### config.mk
export PLATFORM = sky130hd
export DESIGN_NAME = serial_adder_ctrl
export DESIGN_NICKNAME = d
export VERILOG_FILES = /design/src/rtl/serial_adder_ctrl_pkg.sv /design/src/rtl/serial_adder_ctrl_full_adder_bit.sv /design/src/rtl/serial_adder_ctrl.sv
export SDC_FILE = /design/constraint.sdc
export NUM_CORES = 1
export LEC_CHECK = 0
export CELL_PAD_IN_SITES_DETAIL_PLACEMENT = 1
export CELL_PAD_IN_SITES_GLOBAL_PLACEMENT = 2
export CORE_ASPECT_RATIO = 0.75
export CORE_MARGIN = 4
export CORE_UTILIZATION = 34
export DETAILED_ROUTE_END_ITERATION = 10
export PLACE_DENSITY = 0.88
export SYNTH_ARGS = -nofsm -noshare
export SYNTH_HDL_FRONTEND = slang
export SYNTH_SLANG_ARGS = --single-unit
### constraint.sdc
create_clock -name clk -period 1.75 [get_ports clk]
set_input_delay 0.35 -clock clk [delete_from_list [all_inputs] [get_ports clk]]
set_output_delay 0.35 -clock clk [all_outputs]
set_load 0.005 [all_outputs]
### src/rtl/serial_adder_ctrl_pkg.sv
`default_nettype none
// +--------------------------------------------------------------------------+
// | Module : serial_adder_ctrl_pkg                                           |
// | Brief  : Shared state encoding, width limits and the bit-counter width   |
// |          helper for the bit-serial adder sequencer.                      |
// | Rev    : 1.0  initial release                                            |
// +--------------------------------------------------------------------------+
package serial_adder_ctrl_pkg;

  // Sequencer states. The encoding 2'd3 is unused and recovers to IDLE.
  typedef enum logic [1:0] {
    S_IDLE = 2'd0,
    S_RUN  = 2'd1,
    S_DONE = 2'd2
  } state_t;

  // Supported operand widths.
  localparam int WIDTH_MIN = 1;
  localparam int WIDTH_MAX = 32;

  // The bit counter must index 0..w-1 and is never narrower than one bit.
  function automatic int cnt_width(input int w);
    return (w > 1) ? $clog2(w) : 1;
  endfunction

endpackage
`default_nettype wire

### src/rtl/serial_adder_ctrl_full_adder_bit.sv
`default_nettype none
// +--------------------------------------------------------------------------+
// | Module : half_adder / full_adder_bit                                     |
// | Brief  : Purely combinational 1-bit full adder built from two half       |
// |          adders whose carries are ORed together.                         |
// | Ports  : i_a, i_b, i_cin -> o_sum, o_cout                                |
// | Rev    : 1.0  initial release                                            |
// +--------------------------------------------------------------------------+
module half_adder (
  input  logic i_a,
  input  logic i_b,
  output logic o_sum,
  output logic o_carry
);
  assign o_sum   = i_a ^ i_b;
  assign o_carry = i_a & i_b;
endmodule

module full_adder_bit (
  input  logic i_a,
  input  logic i_b,
  input  logic i_cin,
  output logic o_sum,
  output logic o_cout
);
  logic w_s0;
  logic w_c0;
  logic w_c1;

  half_adder u_ha0 (.i_a(i_a),  .i_b(i_b),   .o_sum(w_s0),  .o_carry(w_c0));
  half_adder u_ha1 (.i_a(w_s0), .i_b(i_cin), .o_sum(o_sum), .o_carry(w_c1));

  // At most one of the two half-adder carries can be set.
  assign o_cout = w_c0 | w_c1;
endmodule
`default_nettype wire

### src/rtl/serial_adder_ctrl.sv
`default_nettype none
// +--------------------------------------------------------------------------+
// | Module : serial_adder_ctrl                                               |
// | Brief  : Bit-serial adder sequencer. Operands arrive over a valid/ready  |
// |          handshake, are added LSB-first through one full-adder cell      |
// |          (one bit per clock, registered carry) and the WIDTH-bit sum     |
// |          plus carry-out leave over a second valid/ready handshake.       |
// | Ports  : clk, rst_n (async, active low)                                  |
// |          in_valid/in_ready, a, b, cin      operand handshake             |
// |          out_valid/out_ready, sum, cout    result handshake              |
// |          busy                              high in RUN or DONE           |
// | Rev    : 1.0  initial release                                            |
// +--------------------------------------------------------------------------+
module serial_adder_ctrl
  import serial_adder_ctrl_pkg::*;
#(
  parameter int WIDTH = 8
) (
  input  logic             clk,
  input  logic             rst_n,
  input  logic             in_valid,
  output logic             in_ready,
  input  logic [WIDTH-1:0] a,
  input  logic [WIDTH-1:0] b,
  input  logic             cin,
  output logic             out_valid,
  input  logic             out_ready,
  output logic [WIDTH-1:0] sum,
  output logic             cout,
  output logic             busy
);

  localparam int                c_cnt_w    = cnt_width(WIDTH);
  localparam logic [c_cnt_w-1:0] c_cnt_last = c_cnt_w'(WIDTH - 1);
  localparam logic [c_cnt_w-1:0] c_cnt_one  = c_cnt_w'(1);

  state_t             r_state;
  logic [WIDTH-1:0]   r_a_sr;
  logic [WIDTH-1:0]   r_b_sr;
  logic               r_carry;
  logic [c_cnt_w-1:0] r_cnt;
  logic               r_in_ready;
  logic               r_out_valid;
  logic               r_busy;
  logic [WIDTH-1:0]   r_sum;
  logic               r_cout;

  logic               w_fa_sum;
  logic               w_fa_cout;
  logic [WIDTH-1:0]   w_sum_next;

  full_adder_bit u_fa (
    .i_a    (r_a_sr[0]),
    .i_b    (r_b_sr[0]),
    .i_cin  (r_carry),
    .o_sum  (w_fa_sum),
    .o_cout (w_fa_cout)
  );

  // Partial-sum shift register. Only WIDTH-1 bits need storing: on the last
  // RUN cycle the fresh adder bit completes the word, which is then copied
  // straight into the output register.
  if (WIDTH > 1) begin : g_sum_sr
    logic [WIDTH-2:0] r_sum_sr;

    assign w_sum_next = {w_fa_sum, r_sum_sr};

    always_ff @(posedge clk or negedge rst_n) begin
      if (!rst_n) begin
        r_sum_sr <= '0;
      end else if (r_state == S_RUN) begin
        r_sum_sr <= w_sum_next[WIDTH-1:1];
      end
    end
  end else begin : g_sum_single
    assign w_sum_next = w_fa_sum;
  end

  always_ff @(posedge clk or negedge rst_n) begin
    if (!rst_n) begin
      r_state     <= S_IDLE;
      r_a_sr      <= '0;
      r_b_sr      <= '0;
      r_carry     <= 1'b0;
      r_cnt       <= '0;
      r_in_ready  <= 1'b0;
      r_out_valid <= 1'b0;
      r_busy      <= 1'b0;
      r_sum       <= '0;
      r_cout      <= 1'b0;
    end else begin
      case (r_state)
        S_IDLE: begin
          // in_ready rises on the first edge after reset release.
          r_in_ready <= 1'b1;
          if (in_valid && r_in_ready) begin
            r_a_sr     <= a;
            r_b_sr     <= b;
            r_carry    <= cin;
            r_cnt      <= '0;
            r_in_ready <= 1'b0;
            r_busy     <= 1'b1;
            r_state    <= S_RUN;
          end
        end
        S_RUN: begin
          r_a_sr  <= r_a_sr >> 1;
          r_b_sr  <= r_b_sr >> 1;
          r_carry <= w_fa_cout;
          r_cnt   <= r_cnt + c_cnt_one;
          if (r_cnt == c_cnt_last) begin
            r_sum       <= w_sum_next;
            r_cout      <= w_fa_cout;
            r_out_valid <= 1'b1;
            r_state     <= S_DONE;
          end
        end
        S_DONE: begin
          if (out_ready) begin
            r_out_valid <= 1'b0;
            r_busy      <= 1'b0;
            r_in_ready  <= 1'b1;
            r_state     <= S_IDLE;
          end
        end
        default: begin
          r_in_ready  <= 1'b0;
          r_out_valid <= 1'b0;
          r_busy      <= 1'b0;
          r_state     <= S_IDLE;
        end
      endcase
    end
  end

  assign in_ready  = r_in_ready;
  assign out_valid = r_out_valid;
  assign busy      = r_busy;
  assign sum       = r_sum;
  assign cout      = r_cout;

endmodule
`default_nettype wire
# Word-level counts from Yosys, hierarchy flattened
# Index checks and enable logic that the tools add are counted.
[word_totals] register_bits=41 output_inout_bits=12
[op_classes] add_sub_neg=1 n_reduce_logical=9 n_bitwise=7 eq_ne=6 n_mux=20
[op_table] operator="8-bit one-hot mux with 2 select lines" count=2
[op_table] operator="8-bit 2-to-1 mux" count=2
[op_table] operator="1-bit one-hot mux with 3 select lines" count=3
[op_table] operator="3-bit AND reduction" count=3
[op_table] operator="1-bit 2-to-1 mux" count=6
[op_table] operator="2-bit 2-to-1 mux" count=3
[op_table] operator="2-bit one-hot mux with 3 select lines" count=1
[op_table] operator="3-bit one-hot mux with 2 select lines" count=1
[op_table] operator="2-bit AND reduction" count=3
[op_table] operator="2-bit != test, second input constant" count=2
[op_table] operator="3-bit by 1-bit adder with 3-bit output, second input constant" count=1
[op_table] operator="3-bit == test, second input constant" count=1
[op_table] operator="3-bit 2-to-1 mux" count=1
[op_table] operator="1-bit bitwise AND" count=2
[op_table] operator="2-bit by 1-bit == test with 1-bit output, second input constant" count=1
[op_table] operator="2-bit == test, second input constant" count=1
[op_table] operator="2-bit logical NOT" count=1
[op_table] operator="2-bit by 1-bit != test with 1-bit output, second input constant" count=1
[op_table] operator="1-bit NOT" count=2
[op_table] operator="1-bit one-hot mux with 2 select lines" count=1
[op_table] operator="2-bit nonzero test" count=1
[op_table] operator="1-bit bitwise XOR" count=2
[op_table] operator="1-bit logical AND" count=1
[op_table] operator="1-bit OR" count=1

# Longest topological paths before layout
[depth] ltp_word=4 mapped_depth=6 ltp_nobuf=4

# By module
# From an unflattened synthesis, not the netlist that was laid out.
[hier_totals] hier_cells=149 area_unflattened_um2=1985.7
[by_module_without_submodules] module="serial_adder_ctrl" area_each_um2=1954.4 n_inst=1 cells_per_inst=146
[by_module_without_submodules] module="half_adder" area_each_um2=12.5 n_inst=2 cells_per_inst=1
[by_module_without_submodules] module="full_adder_bit" area_each_um2=6.3 n_inst=1 cells_per_inst=1

# Worst setup path before layout
# Ideal clock, no wire load.
[synth_path] path_kind="register -> register" start="register r_cnt[0]" end="register r_cout, in the netlist cout" setup_ps=125 path_slack_ps=388 arrival_ps=1237 path_buffers=0 required_time_ps=1625 path_stages_with_launch=5 path_cell_list="dfrtp_1 ha_1 ha_1 nand2_8 mux2_4"
[synth_via] elab_chain_len=2
[synth_lines] element="start, declared" line="serial_adder_ctrl.sv:41" source="logic [c_cnt_w-1:0] r_cnt;"
[synth_lines] element="start signal, assigned" line="serial_adder_ctrl.sv:110" source="r_cnt <= r_cnt + c_cnt_one;"
[synth_lines] element="3-bit == test" line="serial_adder_ctrl.sv:111" source="if (r_cnt == c_cnt_last) begin"
[synth_lines] element="2-bit AND reduction (no line)"
[synth_lines] element="end signal, assigned" line="serial_adder_ctrl.sv:113" source="r_cout <= w_fa_cout;"
[synth_lines] element="end, declared" line="serial_adder_ctrl.sv:46" source="logic r_cout;"
# No other way between the ends.
# A chain may end at the register's enable or synchronous reset.

# Worst setup path after layout
[layout_path] start="register r_in_ready, in the netlist in_ready" end="output in_ready"
[layout_lines] element="start, declared" line="serial_adder_ctrl.sv:42" source="logic r_in_ready;"
[layout_lines] element="start signal, assigned" line="serial_adder_ctrl.sv:86" source="r_in_ready <= 1'b0;"
[layout_lines] element="start signal, assigned" line="serial_adder_ctrl.sv:95" source="r_in_ready <= 1'b1;"
[layout_lines] element="start signal, assigned" line="serial_adder_ctrl.sv:101" source="r_in_ready <= 1'b0;"
[layout_lines] element="end, declared" line="serial_adder_ctrl.sv:22" source="output logic in_ready,"
# No word-level cell between the ends.

==> impl_results.rst <==
.. list-table::
   :header-rows: 1

   * - Metric
     - Value
   * - Critical path data required time
     - 1.40 ns
   * - Post-route antenna net violation count
     - 0
   * - Post-synth top cells
     - 41 x dfrtp_1, 24 x nand2_1, 22 x o21ai_0, 15 x mux2i_1, 13 x o21ai_1
   * - H-tree lvl count
     - 2
   * - Arrival time of data at the critical path endpoint
     - about 1.3 ns
   * - Post-route cell area
     - around 2400 µm²
   * - Post-CTS sizing
     - 0
   * - Vias per Instance
     - 4.74
   * - Bufs and invs on worst path
     - 1
   * - Die Footprint
     - 6740 µm²
   * - Nets@finish
     - 221
   * - Synthesized Nets
     - 184
   * - Number of setup violations in the final report
     - 0
   * - DR pass1 iterations
     - 4
   * - Count of warnings emitted by yosys
     - 0
   * - Startpoint kind of the worst setup timing path
     - flop
   * - Clock slew at the register clock pins of the worst setup and hold paths
     - 0.08 ns
   * - Number of buffers inserted by post-CTS setup repair
     - 0
   * - Number of maximum-capacitance constraint violations
     - 0
   * - Setup slack of the worst register-to-register path
     - 0.24 ns
   * - Hold WC Path Type
     - input port to async pin
   * - CP Cell Sequence
     - clkdlybuf4s50_1
   * - I/O Buffers
     - 32
   * - VDD IR max
     - 0.446 mV
   * - Total cell area at the placement stage
     - approximately 2300 µm²
   * - Clk root buf
     - clkbuf_8
   * - Cts bufs inserted
     - 5
   * - Actual slew at the worst max-slew pin
     - 0.382 ns
   * - Number of placed I/O pins
     - 33
   * - Flip-flop and latch count after synthesis
     - 41
   * - Leakage
     - 1.10 nW
   * - Commonest register cell after synthesis
     - dfrtp_1
   * - N_diodes
     - 0
   * - Routed length per instance
     - 14.2 µm
   * - Starting DRC count in detailed routing
     - 55
   * - Power Dens Cells
     - 1780 nW/µm²
   * - Overall fraction of global-route tracks in use
     - around an eighth
   * - Hold Fails Final Rpt
     - 0
   * - Netlist area before placement
     - about 1900 µm²
   * - Initial antenna violation count
     - 0
   * - Overall power consumption
     - 0.00429 W
   * - Number of core rows
     - 23
   * - R2r startpoint
     - r_cnt[0]$_DFFE_PN0P_
   * - Total length of routed wires
     - between 3000 and 4000 µm
   * - Vias in the first global route
     - around 1400
   * - Final max-slew violation count
     - 0
   * - Slowest cell on the critical path
     - clkdlybuf4s50_1
   * - CP Capture Type
     - primary output
   * - Setup TNS after final layout
     - 0 ns
   * - Remaining global-route overflow
     - 0
   * - Distinct cell type count of the synthesized netlist
     - 28
   * - Hold-fix buffers, CTS
     - 0
   * - Area share of the largest cell type after synthesis
     - a little under three fifths
   * - Leading cell types by total area after synthesis
     - dfrtp_1 55%, mux2i_1 8.1%, mux2_4 7.3%
   * - Highest attainable clock frequency
     - 617 MHz
   * - Share of the clock period used by the worst path
     - 92.6%
   * - Share of post-route cells with drive strength above 1
     - 15.7%
   * - Wire length of the first global-routing pass
     - 6590 µm
   * - Die height
     - 72.1 µm
   * - Final HPWL from detailed placement
     - between 2000 and 3000 µm
   * - Total via count after detailed routing
     - 1295
   * - Filler instances
     - between 500 and 600
   * - Sequential cell area fraction in the yosys report
     - 55.1%
   * - Category of the critical setup timing path
     - flop to primary output
   * - Critical-path maximum fanout
     - 6
   * - Max stage delay on crit path
     - 0.54 ns
   * - Post-Synthesis Cells
     - 160
   * - Most frequent cell after synthesis
     - dfrtp_1
   * - Remaining max-slew budget at the tightest pin
     - 74.6%
   * - Clk buf depth
     - 2
   * - Final min period
     - 1.62 ns
   * - Count of flip-flops with a built-in enable after synthesis
     - 0
   * - Sink count of the clock tree
     - 41
   * - Depth of the most critical reg-to-reg path
     - 4
   * - Maximum number of pins on one net before global-route repair
     - 42
   * - Initial standard-cell utilization of the core
     - 35.0%
   * - Mean instance size in the synthesized netlist
     - 11.6 µm²
   * - Final Wtd Congestion
     - around 0.75
   * - Cell type with the highest aggregate area in the netlist
     - dfrtp_1
   * - Layout Area Growth over Synthesis
     - 29.6%
   * - Core Area
     - 5320 µm²
   * - Destination of the worst register-to-register timing path
     - sum[7]$_DFFE_PN0P_
   * - Clock Latency Late Sink
     - ~0.30 ns
   * - Largest clock skew in the final design
     - 0.00832 ns
   * - Width of the chip
     - 93.5 µm
   * - Top Family by Delay on Critical Path
     - buffers and inverters
   * - Run status
     - finished clean
   * - Unrepaired setup endpoints after global routing
     - false
   * - CTS tree
     - built
   * - Drt drc
     - 0
   * - Post-synth ARST share
     - 100%
-- cell type report --
cell class	count	area [µm²]	share of cell area, %
clock inverter	3	65.1	2.69
timing repair buffer	40	400	16.6
inverter	2	7.51	0.311
sequential	41	1030	42.5
multi-input combinational	107	753	31.2
tap	75	93.8	3.89
clock buffer	5	68.8	2.85
-- worst max path at each step --
stage | from | endpoint | slack (ns) | cells after the start
CTS | in_ready$_DFFE_PN0P_ | in_ready | 0.10 | 1
floorplan | r_cnt[0]$_DFFE_PN0P_ | cout$_DFFE_PN0P_ | 0.39 | 4
detailed placement | in_valid | r_a_sr[0]$_DFFE_PN0P_ | 0.01 | 5
global placement | in_valid | r_a_sr[1]$_DFFE_PN0P_ | 0.09 | 5
global route | in_ready$_DFFE_PN0P_ | in_ready | 0.05 | 1
finish | in_ready$_DFFE_PN0P_ | in_ready | 0.13 | 1
-- metrics by stage --
step	setup slack, ns	hold WS, ns	cells	util [%]
2_1_floorplan	0.388	0.0544	160	-
3_3_place_gp	0.0877	0.338	265	42.8
3_5_place_dp	0.0115	0.341	265	42.8
4_1_cts	0.104	0.0119	273	45.4
5_1_grt	0.0540	0.0181	273	45.4
6_report	0.129	0.00781	273	45.4
-- flip-flops by register name, indices dropped and copies added, names as in the netlist --
name / flops
sum: 8
r_carry: 1
g_sum_sr.r_sum_sr: 7
r_b_sr: 8
cout: 1
busy: 1
in_ready: 1
r_cnt: 3
r_state: 2
out_valid: 1
r_a_sr: 8
-- power breakdown --
group,switching (W),internal [W]
sequential,0.000283,0.00137
combinational,0.000778,0.000963
clock,0.000325,0.000567
total,0.00139,0.00290
-- metal layers --
metal	wire length (µm)	vias up	track usage (%)
met5	0	-	0
met4	42	0	5.37
met3	169	5	3.42
met2	1720	27	18.5
met1	1940	635	17.5
li1	-	628	-
-- cells in the final DEF (no fill, tap or decap) --
cell and count:
and3b_1 1, o21ai_1 13, clkinv_2 1, mux2i_1 15
a22oi_1 1, a21oi_1 2, a22o_1 1, ha_1 2
nand2_1 24, or2_1 1, clkbuf_8 5, bufinv_16 2
nor3_1 1, and2b_1 1, buf_12 2, o22ai_1 1
fa_1 1, buf_2 1, dfrtp_1 41, mux2_4 9
a21oi_2 1, inv_1 2, nor2_1 3, a22o_2 2
clkdlybuf4s50_1 31, nand2b_1 3, nand2_8 1, buf_4 6
a211oi_1 1, o21ai_0 22, mux2_2 1
-- cells by family (layout without fill, tap and decap cells) --
group	count (synthesis)	count (layout)	synth area share, %
mux	25	25	15.9
flops	41	41	55.1
fa+ha+maj	3	3	2.42
compound gates	44	44	13.1
simple gates	35	35	9.00
buf+inv	12	50	4.50
No activity file was read; power rests on OpenSTA's default activity.
